$ cat src/rtl/mem_router_pkg.sv
// Shared types, error codes and helpers for the memory region router.
// Both the router top and its region decoder import this package.
package mem_router_pkg;

    typedef enum logic [1:0] {
        ST_IDLE,
        ST_CHECK,
        ST_ISSUE,
        ST_RESP
    } state_e;

    localparam logic [2:0] ERR_NONE     = 3'd0;
    localparam logic [2:0] ERR_SIZE     = 3'd1;
    localparam logic [2:0] ERR_UNMAPPED = 3'd2;
    localparam logic [2:0] ERR_ALIGN    = 3'd3;
    localparam logic [2:0] ERR_READONLY = 3'd4;
    localparam logic [2:0] ERR_TIMEOUT  = 3'd5;

    localparam logic [1:0] SIZE_BYTE    = 2'd0;
    localparam logic [1:0] SIZE_HALF    = 2'd1;
    localparam logic [1:0] SIZE_WORD    = 2'd2;
    localparam logic [1:0] SIZE_ILLEGAL = 2'd3;

    // Widest address supported; the extra top bit of the result is the carry.
    localparam int ADDR_MAX_W = 64;

    function automatic logic [ADDR_MAX_W:0] end_address(input logic [ADDR_MAX_W-1:0] addr,
                                                        input logic [1:0]            size);
        logic [ADDR_MAX_W:0] span;
        case (size)
            SIZE_BYTE: span = (ADDR_MAX_W+1)'(0);
            SIZE_HALF: span = (ADDR_MAX_W+1)'(1);
            SIZE_WORD: span = (ADDR_MAX_W+1)'(3);
            default:   span = (ADDR_MAX_W+1)'(7);
        endcase
        return {1'b0, addr} + span;
    endfunction

    function automatic logic [31:0] zero_extend(input logic [31:0] data, input logic [1:0] size);
        case (size)
            SIZE_BYTE: return {24'b0, data[7:0]};
            SIZE_HALF: return {16'b0, data[15:0]};
            default:   return data;
        endcase
    endfunction

endpackage

$ cat src/rtl/mem_region_router_region_decoder.sv
// Combinational address decode: picks the lowest-indexed region containing the
// whole access and classifies the request by error priority.
module region_decoder
    import mem_router_pkg::*;
#(
    parameter int                          ADDR_W              = 32,
    parameter int                          N_REGIONS           = 4,
    parameter logic [N_REGIONS*ADDR_W-1:0] REGION_BASE         = {32'd516, 32'd512, 32'd256, 32'd0},
    parameter logic [N_REGIONS*ADDR_W-1:0] REGION_LIMIT        = {32'd519, 32'd515, 32'd511, 32'd255},
    parameter logic [N_REGIONS-1:0]        REGION_WRITABLE     = 4'b1010,
    parameter logic [N_REGIONS-1:0]        REGION_ALIGN_EXEMPT = 4'b0001
) (
    input  logic [ADDR_W-1:0]    addr_i,
    input  logic [1:0]           size_i,
    input  logic                 we_i,
    output logic                 hit_o,
    output logic [N_REGIONS-1:0] sel_o,
    output logic [2:0]           err_code_o
);

    logic [ADDR_MAX_W:0] ext;
    logic                carry;
    logic [ADDR_W-1:0]   end_addr;
    logic [ADDR_W-1:0]   base;
    logic [ADDR_W-1:0]   limit;
    logic                exempt;
    logic                writable;
    logic                misaligned;

    // Descending scan so the lowest matching index is the one left standing.
    always_comb begin
        ext        = end_address(ADDR_MAX_W'(addr_i), size_i);
        carry      = |ext[ADDR_MAX_W:ADDR_W];
        end_addr   = ext[ADDR_W-1:0];
        hit_o      = 1'b0;
        sel_o      = '0;
        exempt     = 1'b0;
        writable   = 1'b0;
        base       = '0;
        limit      = '0;
        for (int i = N_REGIONS - 1; i >= 0; i--) begin
            base  = REGION_BASE[i*ADDR_W +: ADDR_W];
            limit = REGION_LIMIT[i*ADDR_W +: ADDR_W];
            if (!carry && (addr_i >= base) && (end_addr <= limit)) begin
                hit_o    = 1'b1;
                sel_o    = '0;
                sel_o[i] = 1'b1;
                exempt   = REGION_ALIGN_EXEMPT[i];
                writable = REGION_WRITABLE[i];
            end
        end

        misaligned = ((size_i == SIZE_HALF) && addr_i[0]) ||
                     ((size_i == SIZE_WORD) && (addr_i[1:0] != 2'b00));

        if (size_i == SIZE_ILLEGAL) begin
            err_code_o = ERR_SIZE;
        end else if (!hit_o) begin
            err_code_o = ERR_UNMAPPED;
        end else if (misaligned && !exempt) begin
            err_code_o = ERR_ALIGN;
        end else if (we_i && !writable) begin
            err_code_o = ERR_READONLY;
        end else begin
            err_code_o = ERR_NONE;
        end
    end

endmodule

$ cat src/rtl/mem_region_router.sv
// Routes one CPU load/store at a time to an address-mapped region with checks,
// a bounded target wait and sticky error status.
module mem_region_router
    import mem_router_pkg::*;
#(
    parameter int                          ADDR_W              = 32,
    parameter int                          DATA_W              = 32,
    parameter int                          N_REGIONS           = 4,
    parameter logic [N_REGIONS*ADDR_W-1:0] REGION_BASE         = {32'd516, 32'd512, 32'd256, 32'd0},
    parameter logic [N_REGIONS*ADDR_W-1:0] REGION_LIMIT        = {32'd519, 32'd515, 32'd511, 32'd255},
    parameter logic [N_REGIONS-1:0]        REGION_WRITABLE     = 4'b1010,
    parameter logic [N_REGIONS-1:0]        REGION_ALIGN_EXEMPT = 4'b0001,
    parameter int                          TIMEOUT_CYCLES      = 16
) (
    input  logic                        clk,
    input  logic                        rst_n,
    input  logic                        req_valid,
    output logic                        req_ready,
    input  logic [ADDR_W-1:0]           req_addr,
    input  logic                        req_we,
    input  logic [1:0]                  req_size,
    input  logic [DATA_W-1:0]           req_wdata,
    output logic                        rsp_valid,
    output logic [DATA_W-1:0]           rsp_rdata,
    output logic                        rsp_error,
    output logic [2:0]                  rsp_err_code,
    output logic [N_REGIONS-1:0]        tgt_valid,
    output logic [ADDR_W-1:0]           tgt_addr,
    output logic                        tgt_we,
    output logic [1:0]                  tgt_size,
    output logic [DATA_W-1:0]           tgt_wdata,
    input  logic [N_REGIONS-1:0]        tgt_ready,
    input  logic [N_REGIONS*DATA_W-1:0] tgt_rdata,
    input  logic                        err_clear,
    output logic                        err_sticky,
    output logic [ADDR_W-1:0]           err_addr,
    output logic [2:0]                  err_code,
    output logic [7:0]                  err_count
);

    localparam int CNT_W = $clog2(TIMEOUT_CYCLES + 1);

    state_e               state_q, state_d;
    logic                 alive_q;
    logic [ADDR_W-1:0]    addr_q;
    logic                 we_q;
    logic [1:0]           size_q;
    logic [DATA_W-1:0]    wdata_q;
    logic [N_REGIONS-1:0] sel_q;
    logic [ADDR_W-1:0]    tgt_addr_q;
    logic [CNT_W-1:0]     cnt_q;
    logic [DATA_W-1:0]    rdata_q;
    logic [2:0]           code_q;
    logic                 err_sticky_q;
    logic [ADDR_W-1:0]    err_addr_q;
    logic [2:0]           err_code_q;
    logic [7:0]           err_count_q;

    logic                 dec_hit;
    logic [N_REGIONS-1:0] dec_sel;
    logic [2:0]           dec_code;
    logic [ADDR_W-1:0]    base_sel;
    logic [DATA_W-1:0]    rdata_sel;
    logic                 sel_ready;
    logic                 timed_out;

    region_decoder #(
        .ADDR_W              (ADDR_W),
        .N_REGIONS           (N_REGIONS),
        .REGION_BASE         (REGION_BASE),
        .REGION_LIMIT        (REGION_LIMIT),
        .REGION_WRITABLE     (REGION_WRITABLE),
        .REGION_ALIGN_EXEMPT (REGION_ALIGN_EXEMPT)
    ) u_decoder (
        .addr_i     (addr_q),
        .size_i     (size_q),
        .we_i       (we_q),
        .hit_o      (dec_hit),
        .sel_o      (dec_sel),
        .err_code_o (dec_code)
    );

    always_comb begin
        base_sel  = '0;
        rdata_sel = '0;
        for (int i = 0; i < N_REGIONS; i++) begin
            if (dec_sel[i]) base_sel |= REGION_BASE[i*ADDR_W +: ADDR_W];
            if (sel_q[i])   rdata_sel |= tgt_rdata[i*DATA_W +: DATA_W];
        end
        sel_ready = |(tgt_ready & sel_q);
        timed_out = (cnt_q == CNT_W'(TIMEOUT_CYCLES - 1));
    end

    always_comb begin
        state_d = state_q;
        case (state_q)
            ST_IDLE:  if (req_valid && alive_q) state_d = ST_CHECK;
            ST_CHECK: state_d = (dec_hit && dec_code == ERR_NONE) ? ST_ISSUE : ST_RESP;
            ST_ISSUE: if (sel_ready || timed_out) state_d = ST_RESP;
            ST_RESP:  state_d = ST_IDLE;
            default:  state_d = ST_IDLE;
        endcase
    end

    // alive_q holds req_ready low until the first clock after reset release.
    always_ff @(posedge clk or negedge rst_n) begin
        if (!rst_n) begin
            state_q <= ST_IDLE;
            alive_q <= 1'b0;
        end else begin
            state_q <= state_d;
            alive_q <= 1'b1;
        end
    end

    always_ff @(posedge clk or negedge rst_n) begin
        if (!rst_n) begin
            addr_q     <= '0;
            we_q       <= 1'b0;
            size_q     <= '0;
            wdata_q    <= '0;
            sel_q      <= '0;
            tgt_addr_q <= '0;
            cnt_q      <= '0;
            rdata_q    <= '0;
            code_q     <= ERR_NONE;
        end else begin
            case (state_q)
                ST_IDLE: begin
                    if (req_valid && alive_q) begin
                        addr_q  <= req_addr;
                        we_q    <= req_we;
                        size_q  <= req_size;
                        wdata_q <= req_wdata;
                    end
                end
                ST_CHECK: begin
                    sel_q      <= (dec_code == ERR_NONE) ? dec_sel : '0;
                    tgt_addr_q <= addr_q - base_sel;
                    cnt_q      <= '0;
                    rdata_q    <= '0;
                    code_q     <= dec_code;
                end
                ST_ISSUE: begin
                    if (sel_ready) begin
                        rdata_q <= we_q ? '0 : zero_extend(rdata_sel, size_q);
                    end else if (timed_out) begin
                        code_q <= ERR_TIMEOUT;
                    end else begin
                        cnt_q <= cnt_q + CNT_W'(1);
                    end
                end
                default: ;
            endcase
        end
    end

    // A new error in the same cycle as err_clear wins and restarts the count at 1.
    always_ff @(posedge clk or negedge rst_n) begin
        if (!rst_n) begin
            err_sticky_q <= 1'b0;
            err_addr_q   <= '0;
            err_code_q   <= ERR_NONE;
            err_count_q  <= '0;
        end else if (state_q == ST_RESP && code_q != ERR_NONE) begin
            err_sticky_q <= 1'b1;
            err_addr_q   <= addr_q;
            err_code_q   <= code_q;
            if (err_clear)                  err_count_q <= 8'd1;
            else if (err_count_q != 8'hFF)  err_count_q <= err_count_q + 8'd1;
        end else if (err_clear) begin
            err_sticky_q <= 1'b0;
            err_addr_q   <= '0;
            err_code_q   <= ERR_NONE;
            err_count_q  <= '0;
        end
    end

    assign req_ready    = (state_q == ST_IDLE) && alive_q;
    assign rsp_valid    = (state_q == ST_RESP);
    assign rsp_rdata    = rsp_valid ? rdata_q : '0;
    assign rsp_error    = rsp_valid && (code_q != ERR_NONE);
    assign rsp_err_code = rsp_valid ? code_q : ERR_NONE;
    assign tgt_valid    = (state_q == ST_ISSUE) ? sel_q : '0;
    assign tgt_addr     = tgt_addr_q;
    assign tgt_we       = we_q;
    assign tgt_size     = size_q;
    assign tgt_wdata    = wdata_q;
    assign err_sticky   = err_sticky_q;
    assign err_addr     = err_addr_q;
    assign err_code     = err_code_q;
    assign err_count    = err_count_q;

endmodule
$ cat config.mk
export PLATFORM = sky130hd
export DESIGN_NAME = mem_region_router
export DESIGN_NICKNAME = d
export VERILOG_FILES = /design/src/rtl/mem_router_pkg.sv /design/src/rtl/mem_region_router_region_decoder.sv /design/src/rtl/mem_region_router.sv
export SDC_FILE = /design/constraint.sdc
export NUM_CORES = 1
export LEC_CHECK = 0
export BUFFER_PORTS_ARGS = -buffer_cell sky130_fd_sc_hd__buf_2
export CORE_UTILIZATION = 46
export DETAILED_ROUTE_END_ITERATION = 10
export PLACE_DENSITY = 0.88
export SETUP_SLACK_MARGIN = 0.2
export SYNTH_ARGS = -nofsm -noshare
export SYNTH_HDL_FRONTEND = slang
export SYNTH_HIERARCHICAL = 1
export SYNTH_SLANG_ARGS = --single-unit
export TNS_END_PERCENT = 10
$ cat constraint.sdc
create_clock -name clk -period 4.3 [get_ports clk]
set_input_delay 0 -clock clk [delete_from_list [all_inputs] [get_ports clk]]
set_output_delay 0 -clock clk [all_outputs]
set_load 0.05 [all_outputs]
## Word level (Yosys, flattened, before mapping)

Index checks and enable logic that the tools add are counted.
Widths: inputs -> output; s select.

| cells by class | value |
|---|---|
| magnitude comparators | 8 |
| bitwise operators | 4 |
| multiplexer cells | 52 |
| divide/modulo/power cells | 0 |
| multiply operators | 0 |
| $add $sub $neg | 4 |
| reduce and logical (&&, ||, !) cells | 37 |
| shift operators | 0 |
| equal/unequal tests | 14 |

Operators with widths:

| cell | count |
|---|---|
| $mux 32 | 9 |
| $pmux 32 s2 | 2 |
| $or 32x32->32 | 3 |
| $ge 32x10->1 const B | 2 |
| $le 32x10->1 const B | 2 |
| $add 32x3->33 | 1 |
| $reduce_or 33->1 | 1 |
| $ge 32x1->1 const B | 1 |
| $ge 32x9->1 const B | 1 |
| $le 32x8->1 const B | 1 |
| $le 32x9->1 const B | 1 |
| $mux 8 | 4 |
| $sub 32x10->32 | 1 |
| $mux 3 | 9 |
| $mux 4 | 6 |
| $mux 10 | 2 |
| $logic_and 1x1->1 | 16 |
| $ne 2x2->1 const B | 6 |
| $mux 1 | 11 |
| $mux 5 | 2 |
| $pmux 5 s2 | 1 |
| $mux 9 | 1 |
| $pmux 3 s3 | 1 |
| $add 8x1->8 const B | 1 |
| 18 further kinds | 34 |

| word-level totals | value |
|---|---|
| bits in latches | 0 |
| RAM bits | 0 |
| output and inout bits | 153 |
| word-level logic and storage cells | 134 |
| input port bits | 203 |
| memories | 0 |
| register bits after elaboration | 190 |
| memory bits (read-only) | 0 |

## Longest topological paths before layout

Gate-level depths: netlist of the first run.

| logic depth | value |
|---|---|
| depth after elaboration | 21 |
| mapped depth | 20 |
| depth with buffers taken out | 18 |

## Cells and area by module

The synthesis of the first run kept the hierarchy.

By module, submodules not included:

| module | area each (um^2) | instances | sequential area each (um^2) | cells an instance |
|---|---|---|---|---|
| mem_region_router | 8897.3 | 1 | 4754.6 | 837 |
| region_decoder | 1288.7 | 1 | 0.0 | 191 |

## Least setup slack after synthesis of the first run

Ideal clock, no wire load.

| timing path | value |
|---|---|
| kind | register to register |
| start | register size_q[1] (netlist: tgt_size[1]) |
| end | register tgt_addr_q[23] (netlist: tgt_addr[23]) |
| clock period less this slack | 4746 ps |
| path buffers | 2 |
| stages on the path, launching flop included | 20 |
| data required time | 4163 ps |
| arrival time | 4609 ps |
| library setup time | 137 ps |
| setup slack | -446 ps |
| path through | dfrtp_1 -> or2_2 -> ha_1 -> fa_1 -> a21oi_2 -> nor4_4 -> nand3_1 -> xor2_1 -> o211ai_1 -> nor4_4 -> nand2_2 -> nor3b_2 -> nor2_1 -> ha_1 -> or2_2 -> buf_1 -> clkbuf_1 -> nor4_1 -> xnor2_1 -> a21oi_1 |

| between the ends | value |
|---|---|
| elaborated cells between the ends (all ways) | 27 |
| classes of those cells | add/sub: 2; order compare: 4; eq/ne: 2; mux: 8; reduce/logical: 11 |

RTL lines:

| element | RTL line | RTL |
|---|---|---|
| start: declaration | mem_region_router.sv:47 | `logic [1:0] size_q;` |
| start signal: assignment | mem_region_router.sv:133 | `size_q <= req_size;` |
| $eq 2x2->1 (tied with other cells) | mem_router_pkg.sv:30 | `case (size)` |
| $pmux 3 s3 (*) | mem_router_pkg.sv:30 |  |
| $add 32x3->33 (*) | mem_router_pkg.sv:36 | `return {1'b0, addr} + span;` |
| parallel branches: the longest is 7 deep, another holds $le 32x10->1 | -- |  |
| $mux 4 (*) | mem_region_router_region_decoder.sv:44 | `if (!carry && (addr_i >= base) && (end_addr <= limit)) begin` |
| named net dec_sel[3] | mem_region_router.sv:60 | `logic [N_REGIONS-1:0] dec_sel;` |
| $mux 10 (*) | mem_region_router.sv:87 | `if (dec_sel[i]) base_sel \|= REGION_BASE[i*ADDR_W +: ADDR_W];` |
| $sub 32x10->32 (*) | mem_region_router.sv:139 | `tgt_addr_q <= addr_q - base_sel;` |
| end signal: assignment | mem_region_router.sv:139 |  |
| end: declaration | mem_region_router.sv:50 | `logic [ADDR_W-1:0] tgt_addr_q;` |

Mark *: on every way through the listed nets, which the timed path passes.
A chain may end at the register's enable or synchronous reset.

## Worst setup path in the final report of the first run

| timing path | value |
|---|---|
| start | register size_q[0] (netlist: tgt_size[0]) |
| end | register tgt_addr_q[28] (netlist: tgt_addr[28]) |

Same word-level chain as after synthesis.

==> qor.txt, run 1 <==
Status: finished, final reports clean
Place WS: 9.14 ps
Synth area leader: dfrtp_1
Final hold slack: 28.3 ps
HP Class: input pin to flop
Post-DP Area: 0.0125 mm^2
Sequential share of power: 0.280
HPWL after detailed placement: 24.2 mm
Post-Syn Nets: 1247
Synthesized flop and latch total: 190
Internal Power: 5.07 mW
Fmax: 0.239 GHz
Avg Cell Area, Syn: 9.91 um^2
Core region area: 0.0218 mm^2
DR WL/cell: 20.1 um
Clock root cell: clkbuf_16
Pleak: 6.96 nW
Vias: 10600
Final net count: 1751
Largest net degree at the start of global routing: 103
Clock power frac: 0.165
Cell Pwr Density: 697 mW/mm^2
CP cell instances: or2_4 -> ha_4 -> fa_2 -> a21oi_4 -> buf_4 -> a41oi_1 -> a311o_1 -> a21o_1 -> nand2_2 -> nor3b_4 -> nor2_1 -> ha_2 -> or2_4 -> or3_1 -> nor4_2 -> xnor2_1 -> a21oi_1
Share of layout cells above drive strength 1: 0.368
Total negative setup slack: 0 ps
Worst setup margin: 116 ps
Top Ports: 356
Setup violations, final: 0
Post-synthesis sequential area ratio: 0.467
Die Area: 0.0227 mm^2
Slew headroom: 0.264
PortBufs: 355
Synth Cell Area: 0.0102 mm^2
Fin. max-slew vios: 0
Final WL: 36.8 mm
First-pass GRT wire length: 55.9 mm
Syn. warnings: 6
Final instance area: 0.0147 mm^2
Critical path capture point type: flop
Share of Yosys cell area claimed by the top area cell type: 0.467
CTS tree: done
Initial antenna violation count: 5
Die W: 151 um
H-tree depth: 4
Setup crit start kind: flop
Crit-path slowest cell: fa_2
Net Switching: 5.17 mW
CTS buffer count: 17
Yosys cell types: 78
Vias in the first global route: 10600
GP Congestion: 0.923
Clock Path Buffers: 2
Gr usage total: 0.323
Post-synth ARST share: 1.00
Critical Path Max Stage Delay: 440 ps
Max FO, Critical Path: 9
Die height: 151 um
RSZ-0062 raised after global routing: true
WP data required: 4600 ps
Crit path kind: flop to flop
Minimum clock period: 4180 ps
Max-Cap Viols: 0
Area grow syn2layout: 44.2%
Remaining DRCs: 0
Detail Route Antenna Nets: 0
Synth area leaders: dfrtp_1 (47%), mux2_2 (7.7%), nand2_1 (4.9%)
Starting DRC count in detailed routing: 749
Ys flop type: dfrtp_1
Grt total ovfl: 0
Number of flops mapped to enable cells by yosys: 0
Largest delay share family, worst path: simple AND/OR/NAND/NOR gates
Post-DR vias/cell: 5.77
Later-pin clock latency in the skew report: 440 ps
Rows: 54
Initial core utilization: 0.468
Comb pwr share: 0.555
Worst-path clk slew: 70 ps
Clock Sinks: 190
Crit path arrival time: 4480 ps
Crit path top cell by count: or2_4
Hold Fails Final Rpt: 0
Pre-Repair DR Iteration Count: 6
Tcrit/Tclk final: 0.973
Worst path bufs/invs: 1
Worst VDD drop: 0.510 mV
Gate Count Post-Synth: 1028
Sw frac: 0.505
Layout Skew: 11.3 ps
Worst-Margin Slew: 1100 ps
-- placed cells by master (no fill, tap or decap), types with 6 or more instances in the layout --
| master | instances |
|---|---|
| nor4_1 | 9 |
| buf_2 | 354 |
| nor2_1 | 59 |
| o21ai_0 | 32 |
| nor4_2 | 12 |
| nand2_1 | 127 |
| nand4_1 | 13 |
| a22o_1 | 34 |
| buf_4 | 51 |
| a21oi_1 | 39 |
| nor3_1 | 22 |
| o31ai_1 | 12 |
| xor2_1 | 8 |
| and3_1 | 12 |
| inv_1 | 19 |
| nand2_2 | 6 |
| ha_1 | 9 |
| clkbuf_16 | 17 |
| a221oi_1 | 22 |
| diode_2 | 6 |
| and2_1 | 44 |
| mux2_2 | 70 |
| dfrtp_1 | 188 |
| dlygate4sd3_1 | 143 |
| a21o_1 | 9 |
| a31oi_1 | 8 |
| a22oi_1 | 22 |
| nand3_1 | 52 |
| xnor2_1 | 26 |
-- logic make-up after synthesis --
kind of cell,count (synthesis),synth area share
xor gates and xnor gates,34,0.0292
AOI/OAI and AO/OA,222,0.157
and+or+nand+nor,404,0.210
muxes,74,0.0813
adders and majority gates,16,0.0204
DFF,190,0.467
buffers and inverters,87,0.0355
other,1,0.000368
-- layout make-up --
cell class | instances | area [um^2]
Clock inverter | 15 | 198
Antenna cell | 6 | 15.0
Sequential cell | 190 | 4760
Inverter | 20 | 75.1
Multi-Input combinational cell | 751 | 5220
Timing Repair Buffer | 552 | 3650
Fill cell | 1608 | 7070
Clock buffer | 17 | 425
Tap cell | 280 | 350
-- state kept, by name, summed over array words and instances (netlist names), 4 cells and up --
signal,count
tgt_addr,32
tgt_wdata,32
addr_q,32
rdata_q,32
sel_q,4
err_count,8
cnt_q,5
err_addr,32
-- worst paths after layout --
path | startpoint | end | slack, ps | cells after the start
worst min-delay path | req_valid | state_q[0] | 30 | 5
worst min register to register | cnt_q[4] | cnt_q[4] | 480 | 2
min in group asynchronous | rst_n | rdata_q[21] | 230 | 2
worst max-delay path | tgt_size[0] | tgt_addr[28] | 120 | 17
max in group asynchronous | rst_n | err_addr[3] | 3090 | 3
worst max register to register | tgt_size[0] | tgt_addr[28] | 120 | 17
-- timing repair --
action,CTS,global route
resized for setup,6,5
cloned,0,0
hold buffers,143,0
buffers inserted,3,1
setup endpoints to repair,18,22
hold endpoints to repair,206,0
pin swaps,3,4
-- per-layer routing --
layer	GRT usage	part of all wire
met5	0	0
met4	0.159	0.038
met3	0.0940	0.090
met2	0.539	0.49
met1	0.380	0.38
-- through the flow --
step           cells  total power [mW]  utilization
4_1_cts         1824              10.1        0.673
3_5_place_dp    1646              8.32        0.576
2_1_floorplan   1028              6.69            -
3_3_place_gp    1646              8.20        0.576
6_report        1831              10.2        0.675
5_1_grt         1828              10.7        0.675
-- power by group through the flow --
stage | Sequential, mW | Clock, mW | Combinational, mW
2_1_floorplan | 4.40 | 0 | 2.29
4_1_cts | 2.85 | 1.71 | 5.57
3_5_place_dp | 2.88 | 0 | 5.43
6_report | 2.86 | 1.69 | 5.69
5_1_grt | 2.94 | 1.77 | 6.04
3_3_place_gp | 2.85 | 0 | 5.35
-- cells in the mapped netlist, drive strengths merged, types with 4 or more instances --
| library cell | instances |
|---|---|
| mux2 | 70 |
| and3 | 13 |
| buf | 17 |
| nor4b | 4 |
| o31ai | 13 |
| inv | 19 |
| nor2 | 59 |
| a41oi | 4 |
| nand2 | 135 |
| and2 | 44 |
| mux2i | 4 |
| o21a | 5 |
| a211oi | 4 |
| or2 | 8 |
| xor2 | 8 |
| a21o | 9 |
| a31oi | 8 |
| nand2b | 5 |
| a221oi | 22 |
| xnor2 | 26 |
| a21oi | 40 |
| ha | 15 |
| o211ai | 5 |
| clkbuf | 50 |
| nand4 | 13 |
| o21ai | 33 |
| nor3 | 28 |
| nor4 | 24 |
| a22o | 34 |
| or3 | 6 |
| dfrtp | 190 |
| nand3 | 53 |
| a22oi | 22 |
| o2bb2ai | 4 |
-- tightest hold or removal path, cell delays in order --
cell and delay (ps):
buf_2 110, nand2_1 60, a22oi_1 90, o21ai_0 90, a21oi_1 70
No activity file was read; power rests on OpenSTA's default activity.
==> inputs of run 2 (changes only) <==
--- a/config.mk
+++ b/config.mk
@@ -10,2 +10,3 @@
 export DETAILED_ROUTE_END_ITERATION = 10
+export MAX_ROUTING_LAYER = met4
 export PLACE_DENSITY = 0.88
==> constraint.sdc (replaced) <==
create_clock -name clk -period 4.3 [get_ports clk]
set_input_delay 0.43 -clock clk [delete_from_list [all_inputs] [get_ports clk]]
set_output_delay 0.43 -clock clk [all_outputs]
set_load 0.05 [all_outputs]
==> run 2 against run 1 <==
Core utilization decreased by 6.0 points; cell count decreased by 7.4%; sequential share of layout area grew 3.2 points; register-to-register slack worse by 20 ps; critical path depth rose by 2; global-route usage decreased by 2.7 points; final area is 9.0% lower; maximum frequency decreased by 0.54%; via count decreased by 7.9%; routed wire length decreased by 9.9%; total power is 1.1% lower; critical path type unchanged; critical endpoint is now tgt_addr[21].
==> qor.txt, run 2 (synthesis gave the netlist of run 1 again) <==
Status: finished, final reports clean
Minimum clock period: 4210 ps (+22.6 ps)
Worst-Margin Slew: 1110 ps (+14.1 ps)
Max-Cap Viols: 0 (unchanged)
HPWL after detailed placement: 24.4 mm (+0.85%)
Pre-Repair DR Iteration Count: 5 (-1)
Clock Sinks: 190 (unchanged)
Critical path capture point type: flop
Detail Route Antenna Nets: 0 (unchanged)
Grt total ovfl: 0 (unchanged)
Crit-path slowest cell: dfrtp_2
CP cell instances: or2_4 -> ha_4 -> fa_2 -> a21oi_4 -> buf_4 -> nor3b_1 -> o31ai_1 -> a22oi_2 -> a21o_1 -> nand2_2 -> nor3b_4 -> nor2_1 -> ha_2 -> o21ai_4 -> a41oi_2 -> buf_12 -> a2111o_1 -> a21oi_2 -> a21oi_1
Slew headroom: 0.259 (-0.00490)
Fin. max-slew vios: 0 (unchanged)
Net Switching: 5.17 mW (about the same)
Fmax: 0.238 GHz (-0.54%)
Vias: 9727 (-7.9%)
Die Area: 0.0227 mm^2 (unchanged)
Gr usage total: 0.296 (-0.0273)
Clock power frac: 0.156 (-0.009)
Rows: 54 (unchanged)
Crit path arrival time: 4500 ps (+20 ps)
Internal Power: 4.95 mW (-2.3%)
Setup violations, final: 0 (unchanged)
Worst VDD drop: 0.724 mV (+42%)
Commonest non-fill, non-tap cell in the layout: buf_2
Most frequent cells in the layout: buf_2 (354), dfrtp_1 (188), nand2_1 (127), mux2_2 (70), nor2_1 (58)
Crit path kind: flop to flop
Final net count: 1612 (-7.9%)
# hold bufs at CTS: 0 (-100%)
Cell Pwr Density: 757 mW/mm^2 (+8.6%)
Pleak: 6.44 nW (-7.4%)
Vias in the first global route: 9404 (-11%)
DR WL/cell: 19.6 um (-2.7%)
Largest delay share family, worst path: compound AO/OA/AOI/OAI gates
Tot Pwr: 10.1 mW (-1.1%)
Clock root cell: clkbuf_16
HP Class: input pin to async pin
Sequential share of power: 0.280 (about the same)
Layout Skew: 19.8 ps (+8.46 ps)
Final hold slack: 50.2 ps (+22.0 ps)
CTS buffer count: 17 (unchanged)
Comb pwr share: 0.564 (+0.009)
Die height: 151 um (unchanged)
Tcrit/Tclk final: 0.978 (+0.00525)
Worst-path clk slew: 80 ps (about the same)
Multi-input logic area: 0.00531 mm^2 (+1.8%)
Core region area: 0.0218 mm^2 (unchanged)
Largest net degree at the start of global routing: 128 (+24%)
Share of layout cells above drive strength 1: 0.413 (+0.0449)
CTS tree: done
Critical Path Max Stage Delay: 450 ps (about the same)
Initial core utilization: 0.468 (unchanged)
GP Congestion: 0.937 (+1.6%)
# fillers: 1803 (+12%)
Top Ports: 356 (unchanged)
PortBufs: 355 (unchanged)
First-pass GRT wire length: 49.9 mm (-11%)
Final Util: 0.615 (-0.0604)
Register area: 0.00476 mm^2 (unchanged)
Clock Path Buffers: 2 (unchanged)
Sw frac: 0.511 (+0.00555)
Setup crit start kind: flop
H-tree depth: 4 (unchanged)
RSZ-0062 raised after global routing: true
Post-DR vias/cell: 5.74 (-0.60%)
Worst setup margin: 93.9 ps (-22.6 ps)
Hold Fails Final Rpt: 0 (unchanged)
Remaining DRCs: 0 (unchanged)
Final non-filler cell total: 1696 (-7.4%)
Worst path bufs/invs: 2 (+1)
Starting DRC count in detailed routing: 601 (-20%)
# placed instances: 1648 (+0.12%)
Final WL: 33.2 mm (-9.9%)
Place WS: 24.1 ps (+14.9 ps)
WP data required: 4600 ps (about the same)
Area grow syn2layout: 31.3%
Max FO, Critical Path: 12 (+3)
Later-pin clock latency in the skew report: 440 ps (about the same)
Initial antenna violation count: 9 (+4)
Die W: 151 um (unchanged)
[run 2: cell types whose count changed in the layout (fill, tap and decap cells not counted), moves of 3 or more]
cell,previous run,this run
clkinv_4,2,5
inv_6,4,1
clkinv_8,2,5
ha_4,1,4
diode_2,6,10
dlygate4sd3_1,143,0
[run 2: path summary, 6_finish.rpt]
path,end,slack [ps],start,cells past startpoint
hold reg to reg,rdata_q[19],470,rdata_q[19],2
setup reg to reg,tgt_addr[21],90,tgt_size[1],19
setup / recovery,tgt_addr[21],90,tgt_size[1],19
hold / removal,rdata_q[28],50,rst_n,1
min in group clk,addr_q[19],220,req_addr[19],2
max in group asynchronous,addr_q[2],3140,rst_n,2
[run 2: layout make-up]
type / instances / share of cell area
antenna: 10 / 0.00187
timing repair buffer: 413 / 0.169
inverter: 20 / 0.00561
clock inverter: 15 / 0.0131
tap: 280 / 0.0262
multi-input combinational: 751 / 0.397
clock buffer: 17 / 0.0318
sequential: 190 / 0.356
[run 2: metrics by stage]
step / area [um^2] / TNS, ps
after floorplan: 10300 / 0
after global placement: 12600 / 0
after detailed placement: 12600 / 0
after CTS: 13200 / 0
after global routing: 13400 / -133
final: 13400 / 0
[run 2: layer usage]
metal | GRT usage | part of all wire | wire (um) | vias up
li1 | - | - | - | 4478
met1 | 0.362 | 0.40 | 13400 | 4716
met2 | 0.465 | 0.49 | 16200 | 473
met3 | 0.0602 | 0.080 | 2650 | 60
met4 | 0.148 | 0.030 | 981 | 0
met5 | - | 0 | 0 | -
[run 2: power groups by stage]
stage / registers, mW / logic, mW / clock network [mW]
3_5_place_dp: 2.86 / 5.48 / 0
5_1_grt: 2.91 / 6.07 / 1.68
6_report: 2.83 / 5.71 / 1.58
2_1_floorplan: 4.40 / 2.29 / 0
3_3_place_gp: 2.83 / 5.38 / 0
4_1_cts: 2.83 / 5.53 / 1.61
[run 2: repair_timing]
action	CTS	global route
gates resized for setup	5	24
pin swaps	4	10
cloned	0	1
setup endpoints to repair	17	22
setup buffers	1	4
==> inputs of run 3 (changes only) <==
Settings changed: ABC_AREA set to 1, CELL_PAD_IN_SITES_DETAIL_PLACEMENT set to 0, CELL_PAD_IN_SITES_GLOBAL_PLACEMENT set to 1, CORE_UTILIZATION 46 to 33.
==> run 3 against run 2 <==
Global-route usage shrank 7.9 points; routed wire length increased by 10%; worst setup slack better by 330 ps; critical path type unchanged; largest cell class unchanged; largest power group unchanged; highest routed layer unchanged.
==> qor.txt, run 3 <==
Total negative setup slack: 0 ps (unchanged)
Final net count: 2113 (+31%)
WP data required: 4620 ps (+20 ps)
Commonest non-fill, non-tap cell in the layout: nand2_1
Pre-Repair DR Iteration Count: 4 (-1)
Number of flops mapped to enable cells by yosys: 0 (unchanged)
Gate Count Post-Synth: 1548 (+51%)
Setup violations, final: 0 (unchanged)
Synth Cell Area: 0.0112 mm^2 (+10%)
Worst VDD drop: 0.569 mV (-21%)
Yosys cell types: 47 (-40%)
Register area: 0.00476 mm^2 (unchanged)
Share of layout cells above drive strength 1: 0.305 (-0.109)
GP Congestion: 0.903 (-3.6%)
Crit path arrival time: 4200 ps (-300 ps)
First-pass GRT wire length: 58.8 mm (+18%)
Largest net degree at the start of global routing: 106 (-17%)
Post-Syn Nets: 1767 (+42%)
Area grow syn2layout: 28.1%
Die height: 187 um (+24%)
Minimum clock period: 3880 ps (-329 ps)
Ys flop type: dfrtp_1
Status: finished, final reports clean
DR WL/cell: 15.6 um (-21%)
Later-pin clock latency in the skew report: 460 ps (+20 ps)
DRT met1 WL: 16.1 mm (+20%)
Fmax: 0.258 GHz (+8.5%)
CTS buffer count: 17 (unchanged)
HP Class: input pin to async pin
Highest Signal Layer: met4
Worst-path clk slew: 80 ps (about the same)
Worst-Margin Slew: 967 ps (-145 ps)
Remaining DRCs: 0 (unchanged)
Rows: 67 (+24%)
Grt total ovfl: 0 (unchanged)
H-tree depth: 4 (unchanged)
Share of Yosys cell area claimed by the top area cell type: 0.423 (-0.0440)
Final WL: 36.7 mm (+10%)
Critical path capture point type: flop
Synthesized flop and latch total: 190 (unchanged)
Initial core utilization: 0.335 (-0.133)
Vias in the first global route: 11200 (+19%)
Avg Cell Area, Syn: 7.26 um^2 (-27%)
Die Area: 0.0348 mm^2 (+53%)
Setup crit start kind: flop
CTS tree: done
DR WL met3: 1.83 mm (-31%)
Synth area leaders: dfrtp_1 (42%), nand2_1 (18%), nand3_1 (5.4%)
Post-synthesis sequential area ratio: 0.423 (-0.0440)
Die W: 187 um (+24%)
WL met2: 17.7 mm (+9.2%)
Post-DR vias/cell: 4.85 (-15%)
Final instance area: 0.0144 mm^2 (+7.7%)
Post-synth ARST share: 1.00 (unchanged)
Vias: 11400 (+17%)
Clock Path Buffers: 2 (unchanged)
Gr usage total: 0.217 (-0.0786)
Starting DRC count in detailed routing: 637 (+6.0%)
Final Util: 0.430 (-0.185)
# fillers: 3478 (+93%)
Clock root cell: clkbuf_16
Most frequent cells in the layout: nand2_1 (528), buf_2 (354), dfrtp_1 (188), inv_1 (150), nor2_1 (134)
Crit path kind: flop to flop
Fin. max-slew vios: 0 (unchanged)
Syn. warnings: 6 (unchanged)
Clock Sinks: 190 (unchanged)
Max FO, Critical Path: 8 (-4)
Max-Cap Viols: 0 (unchanged)
Cell Pwr Density: 771 mW/mm^2 (+1.8%)
Layout Skew: 17.3 ps (-2.51 ps)
Pleak: 7.67 nW (+19%)
Top Ports: 356 (unchanged)
Initial antenna violation count: 2 (-7)
PortBufs: 355 (unchanged)
Most frequent cell after synthesis: nand2_1
Core region area: 0.0335 mm^2 (+54%)
HPWL after detailed placement: 27.4 mm (+13%)
Post-DP Area: 0.0134 mm^2 (+7.1%)
RSZ-0062 raised after global routing: true
Synth top cells by count: nand2_1 (544), dfrtp_1 (190), inv_1 (156)
Synth area leader: dfrtp_1
Multi-input logic area: 0.00590 mm^2 (+11%)
Slew headroom: 0.353 (+0.0944)
Tcrit/Tclk final: 0.902 (-0.0764)
Final hold slack: 56.1 ps (+5.88 ps)
Hold Fails Final Rpt: 0 (unchanged)
Detail Route Antenna Nets: 0 (unchanged)
==> run 3: area by class of cell <==
type | instances | area share
repair buffers | 380 | 0.138
diodes | 2 | 0.000347
well taps | 448 | 0.0389
multi-input cells | 1136 | 0.409
inverters | 169 | 0.0440
clock inverters | 14 | 0.00877
flip-flops and latches | 190 | 0.330
clock buffers | 18 | 0.0305
==> run 3: cells by family (layout without fill, tap and decap cells) <==
family | after synthesis | count (layout) | share of synthesized area
multiplexers | 36 | 36 | 0.0360
AND/OR/NAND/NOR | 933 | 934 | 0.363
buffers and inverters | 223 | 581 | 0.0824
flip-flops | 190 | 190 | 0.423
adder cells (fa/ha/maj) | 16 | 16 | 0.0185
other | 1 | 3 | 0.000333
AO/OA/AOI/OAI | 139 | 139 | 0.0686
XOR/XNOR | 10 | 10 | 0.00779
==> run 3: critical path, cell delays in order, from the launching register on <==
cell	delay, ps
dfrtp_2	450
nor2_4	130
inv_2	50
ha_4	160
fa_2	400
nand3_4	140
nand2_8	90
nand2_4	80
nor2_2	40
xnor2_2	160
nand2_1	80
nor2_2	130
nand3_2	100
nor2_4	170
nand4_1	160
nor2_2	230
inv_2	70
ha_4	270
nand2_2	100
nor2_2	40
nor2_2	170
nand2_4	120
buf_4	150
xnor2_1	150
o21ai_0	100
==> run 3: metrics by stage <==
| stage | power [mW] | setup slack [ps] | instances |
|---|---|---|---|
| 3_5_place_dp | 9.17 | 6.76 | 2312 |
| 5_1_grt | 11.8 | 165 | 2357 |
| 3_3_place_gp | 9.08 | 126 | 2312 |
| 6_report | 11.1 | 423 | 2357 |
| 4_1_cts | 10.8 | 214 | 2346 |
| 2_1_floorplan | 7.46 | 431 | 1548 |
==> run 3: worst paths after layout <==
kind / start / endpoint / slack [ps] / cells past startpoint
worst min-delay path: rst_n / rdata_q[21] / 60 / 1
worst min register to register: err_code[2] / err_code[2] / 470 / 2
max in group asynchronous: rst_n / addr_q[25] / 3250 / 2
worst max-delay path: tgt_size[0] / tgt_addr[9] / 420 / 24
worst max register to register: tgt_size[0] / tgt_addr[9] / 420 / 24
min in group clk: req_wdata[25] / tgt_wdata[25] / 210 / 2
==> run 3: what timing repair did <==
action	in CTS	in global routing
buffers inserted	2	8
setup endpoints to repair	20	24
hold buffers	0	0
pin swaps	3	29
gates resized for setup	9	76
cloned	0	1
hold endpoints to repair	0	0
==> run 3: layer usage <==
layer,track usage,vias up
li1,-,5633
met1,0.264,5386
met2,0.360,349
met3,0.0350,61
met4,0.0823,0
met5,-,-
==> run 3: where the power goes <==
part	switching, mW	internal, mW
clock network	0.781	0.779
logic	4.65	1.67
registers	0.745	2.48
